[src/rtl/hv_stream_pkg.sv]
// Shared types and width constants for the hypervector stream path.
// The packer's word width doubles as the downstream fifo's DataWidth.
package hv_stream_pkg;

  // Packer control state: collecting beats, or offering a full word to the fifo.
  typedef enum logic {
    PackFill = 1'b0,
    PackPush = 1'b1
  } pack_state_e;

  // Default narrow beat width and beats per packed word.
  localparam int unsigned BeatWidth = 32;
  localparam int unsigned PackBeats = 8;

  // Packed word width; the fifo in front of the encoder uses this as DataWidth.
  localparam int unsigned DataWidth = BeatWidth * PackBeats;

endpackage

[src/rtl/hv_word_packer.sv]
// hv_word_packer: packs NumBeats narrow beats (beat 0 at the LSB) into one
// wide word and pushes it into the downstream fifo via push/full.
// Holds a single word; back-pressures the source while that word waits.
//
// Handshake semantics: an input beat transfers in a cycle where
// in_valid_i & in_ready_o are both 1; in_ready_o depends only on the state.
// A word transfers to the fifo in a cycle where fifo_push_o is 1, which is
// never the case while fifo_full_i is 1.
//
// Optional feature macro HV_PACKER_LAST_FLUSH_EN: when defined, a beat with
// in_last_i=1 closes the word early (upper beats stay zero). When undefined,
// in_last_i is ignored and words are emitted only when full.
module hv_word_packer
  import hv_stream_pkg::*;
#(
  parameter int unsigned InWidth    = BeatWidth,
  parameter int unsigned NumBeats   = PackBeats,
  localparam int unsigned OutWidth  = InWidth * NumBeats,
  localparam int unsigned CntWidth  = (NumBeats > 1) ? $clog2(NumBeats) : 1
) (
  input  logic                clk_i,
  input  logic                rst_ni,
  input  logic                clr_i,
  input  logic [InWidth-1:0]  in_data_i,
  input  logic                in_valid_i,
  input  logic                in_last_i,
  output logic                in_ready_o,
  output logic [OutWidth-1:0] fifo_data_o,
  output logic                fifo_push_o,
  input  logic                fifo_full_i,
  output logic [CntWidth:0]   beat_cnt_o,
  output logic                busy_o
);

  localparam logic [CntWidth:0] FullCnt = (CntWidth + 1)'(NumBeats);

  pack_state_e         state_q;
  logic [OutWidth-1:0] buf_q;
  logic [CntWidth:0]   cnt_q;
  logic [CntWidth:0]   cnt_d;
  logic                in_hs;
  logic                word_done;
  logic                push;

  // Ready is a pure function of state, so fifo_full_i never reaches the source.
  assign in_ready_o = (state_q == PackFill);
  assign in_hs      = in_valid_i & in_ready_o;
  assign cnt_d      = cnt_q + 1'b1;

`ifdef HV_PACKER_LAST_FLUSH_EN
  // A last beat closes the word regardless of how many beats it holds.
  assign word_done = (cnt_d == FullCnt) | in_last_i;
`else
  assign word_done = (cnt_d == FullCnt);
  logic unused_last;
  assign unused_last = in_last_i;
`endif

  // A clear in the push cycle suppresses the push so the dropped word never lands.
  assign push = (state_q == PackPush) & ~fifo_full_i & ~clr_i;

  // Fill/push state machine with the inline beat counter and word buffer.
  always_ff @(posedge clk_i or negedge rst_ni) begin
    if (!rst_ni) begin
      state_q <= PackFill;
      cnt_q   <= '0;
      buf_q   <= '0;
    end else if (clr_i) begin
      state_q <= PackFill;
      cnt_q   <= '0;
      buf_q   <= '0;
    end else begin
      unique case (state_q)
        PackFill: begin
          if (in_hs) begin
            for (int b = 0; b < NumBeats; b++) begin
              if (cnt_q == (CntWidth + 1)'(b)) begin
                buf_q[b*InWidth +: InWidth] <= in_data_i;
              end
            end
            cnt_q <= cnt_d;
            if (word_done) begin
              state_q <= PackPush;
            end
          end
        end
        PackPush: begin
          // Zeroing the buffer here gives the next (possibly short) word zero padding.
          if (push) begin
            state_q <= PackFill;
            cnt_q   <= '0;
            buf_q   <= '0;
          end
        end
      endcase
    end
  end

  assign fifo_push_o = push;
  assign fifo_data_o = buf_q;
  assign beat_cnt_o  = cnt_q;
  assign busy_o      = (cnt_q != '0) | (state_q == PackPush);

endmodule

[config.mk]
export PLATFORM = sky130hd
export DESIGN_NAME = hv_word_packer
export DESIGN_NICKNAME = d
export VERILOG_FILES = /design/src/rtl/hv_stream_pkg.sv /design/src/rtl/hv_word_packer.sv
export SDC_FILE = /design/constraint.sdc
export NUM_CORES = 1
export LEC_CHECK = 0
export CORE_MARGIN = 5
export CORE_UTILIZATION = 35
export DETAILED_ROUTE_END_ITERATION = 12
export DONT_BUFFER_PORTS = 1
export PLACE_DENSITY = 0.59
export SLEW_MARGIN = 20
export SYNTH_ARGS = -nofsm -noshare
export SYNTH_HDL_FRONTEND = slang
export SYNTH_SLANG_ARGS = --single-unit
[constraint.sdc]
create_clock -name clk_i -period 5.88 [get_ports clk_i]
set_clock_uncertainty 0.05 [all_clocks]
set_input_delay 0.294 -clock clk_i [delete_from_list [all_inputs] [get_ports clk_i]]
set_output_delay 0.294 -clock clk_i [all_outputs]
set_load 0.01 [all_outputs]
==> flow_metrics.tcl <==
set metrics [dict create \
    outcome "complete, but fails checks" \
    violations "hold timing" \
    nNetsFinal 717 \
    critPathLaunchType "flop" \
    drc 0 \
    fin_crit_sh 0.522 \
    first_global_vias 6399 \
    synth-adder-area-share 0.00600 \
    fin_tns_setup_ns 0 \
    rows 63 \
    yosys.cell_types.count 34 \
    max_freq_mhz 326 \
    cts_tree "done" \
    hold_path_class "in2async" \
    gr-total-overflow 0 \
    grt_start_max_net_pins 262 \
    globalplace.congestion 0.788 \
    cts_resized 0 \
    worst_pin_slew_ns 0.943 \
    cp-end-kind "flop" \
    power.leakage_nw 5.41 \
    synth-xor-area-share 0.00168 \
    syn_area_um2 10400 \
    final_max_slew_viol_count 0 \
    total_power_mw 4.34 \
    dr.pass1.iters 4 \
    finalHoldViolations 261 \
    ant_nets 0 \
    yosysWarnings 0 \
    pwr_density_cell_nw_per_um2 366 \
    synthCells 637 \
    muxShareOfSynthArea 0.243 \
    io_pins 301 \
    synth_top_area_frac 0.626 \
    setup_viol 0 \
    nFillCells 2676 \
    clkSlewWorstSetupHoldPaths_ns 0.06 \
    synth-simple-area-share 0.0349 \
    syn2layout_area_growth_pct 13.7 \
    rsz0062_at_grt "false" \
    ctsHoldBuffers 35 \
    fin_crit_ns 3.07 \
    numClockSinks 261 \
    synth_top_area_cell "dfrtp_1" \
    synth_seq_cells 261 \
    crit_type "reg2reg" \
    worstPathArrival_ns 3.43 \
    grt_usage 0.163 \
    grt_pass1_wl_mm 42.3 \
    ys_top_cells_by_area "dfrtp_1 63%, mux2_2 21%, mux2_1 3.7%" \
    cap_violations 0 \
    die_h_um 183 \
    worstPathRequired_ns 6.24 \
    htree_levels 1 \
    synth_top_family_by_area "multiplexers" \
    post_cts_buffers 0 \
    syn_nets 680 \
    layout.cells.non_filler 1084 \
    place_inst 998 \
    dieArea_um2 33300 \
    syn_avg_cell_area_um2 16.4 \
    wire_per_inst_um 25.6 \
    wl_mm 27.8 \
    peakVddDrop_mv 0.235 \
    synth.yosys.seq_area_share 0.626 \
    dp_hpwl_mm 18.1 \
    relSlewSlack 0.371 \
    drtIter0Drc 202 \
    critPathMaxFanout 17 \
    hold_ws_ns -0.578 \
    chipWidth_um 183 \
    core_area_um2 29600 \
    clockBufferDepth 3 \
    vias_per_cell 5.20 \
    via_count 5640 \
    antenna_found_initial 0 \
    clock_latency_ns 0.53 \
    initial_core_util 0.353 \
    synth_compound_area_frac 0.0511 \
    drive_gt1_frac 0.361 \
    cts-buffers-inserted 28 \
    port_buffers 0 \
    clock_tree.root_cell "clkbuf_16" \
]
## synth_stat cells (all sizes together)
library cell	n
a31o	1
nor2	1
or4b	1
nor3	2
ha	5
nand2b	2
nand3	4
nand3b	4
a31oi	2
o22ai	1
clkbuf	4
or3b	4
buf	33
inv	6
and2	32
nor4b	1
dfrtp	261
or3	1
mux2i	1
o211ai	1
a32oi	7
a22o	32
nand4	2
o21ai	2
mux2	224
xnor2	2
nand2	1
## cell type report
class,count,area (um^2),share of cell area
sequential,261,6530,0.551
multi-input combinational,333,3520,0.297
clock buffer,43,798,0.0673
tap,390,488,0.0411
timing repair buffer,44,438,0.0369
clock inverter,6,58.8,0.00496
inverter,6,22.5,0.00190
antenna,1,2.50,0.000211
## metal layers
metal / GRT usage / part of all wire / vias up
met3: 0.0612 / 0.10 / 45
met1: 0.195 / 0.38 / 3012
met4: 0.0435 / 0.022 / 0
met2: 0.278 / 0.50 / 223
li1: - / - / 2360
met5: 0 / 0 / -
## worst max-delay path, stage by stage, from the launching register on
cell      delay (ns)
dfrtp_1         0.51
nand2b_1        0.53
a32oi_4         1.00
buf_4           0.45
mux2_2          0.39
## per-stage QoR
stage | setup WS, ns | hold WS (ns) | util | instance area [um^2]
6_report | 2.81 | -0.578 | 0.401 | 11900
3_5_place_dp | 2.72 | -0.0440 | 0.359 | 10600
4_1_cts | 2.71 | -0.612 | 0.400 | 11800
2_1_floorplan | 3.82 | -0.0516 | - | 10400
5_1_grt | 2.60 | -0.615 | 0.401 | 11900
3_3_place_gp | 2.84 | -0.0399 | 0.359 | 10600
## where the power goes
group	leakage (nW)	switching (mW)	total, mW	internal (mW)
Combinational	1.60	0.180	0.398	0.219
Sequential	3.38	0.282	2.29	2.01
Clock	0.420	0.687	1.66	0.971
## kinds of logic after synthesis
family / Yosys count
AOI/OAI and AO/OA: 46
buffers and inverters: 43
xor gates and xnor gates: 2
and+or+nand+nor: 55
DFF: 261
muxes: 225
adders and majority gates: 5
## registers in the layout, summed over array words and instances (netlist names)
name         flops
fifo_data_o    256
beat_cnt_o       4
state_q          1
## placed cells by master (no fill, tap or decap), types with 3 or more instances in the layout
cell,count
dfrtp_1,261
mux2_2,190
dlygate4sd3_1,35
mux2_1,34
and2_1,32
a22o_1,30
clkbuf_16,29
clkbuf_1,12
buf_4,8
a32oi_4,7
inv_1,6
ha_1,5
nand3_1,4
nand3b_1,4
clkinv_2,4
or3b_1,3
## final timing paths
check / start / endpoint / slack (ns) / cells past startpoint
hold reg to reg: fifo_data_o[40]$_DFFE_PN0P_ / fifo_data_o[40]$_DFFE_PN0P_ / 0.51 / 1
setup reg to reg: state_q$_DFF_PN0_ / fifo_data_o[194]$_DFFE_PN0P_ / 2.81 / 4
hold / removal: rst_ni / beat_cnt_o[0]$_DFFE_PN0P_ / -0.58 / 0
setup / recovery: state_q$_DFF_PN0_ / fifo_data_o[194]$_DFFE_PN0P_ / 2.81 / 4
min in group clk_i: clr_i / beat_cnt_o[2]$_DFFE_PN0P_ / 0.03 / 3
max in group asynchronous: rst_ni / fifo_data_o[51]$_DFFE_PN0P_ / 6.06 / 0
(Power assumes the default switching activity.)
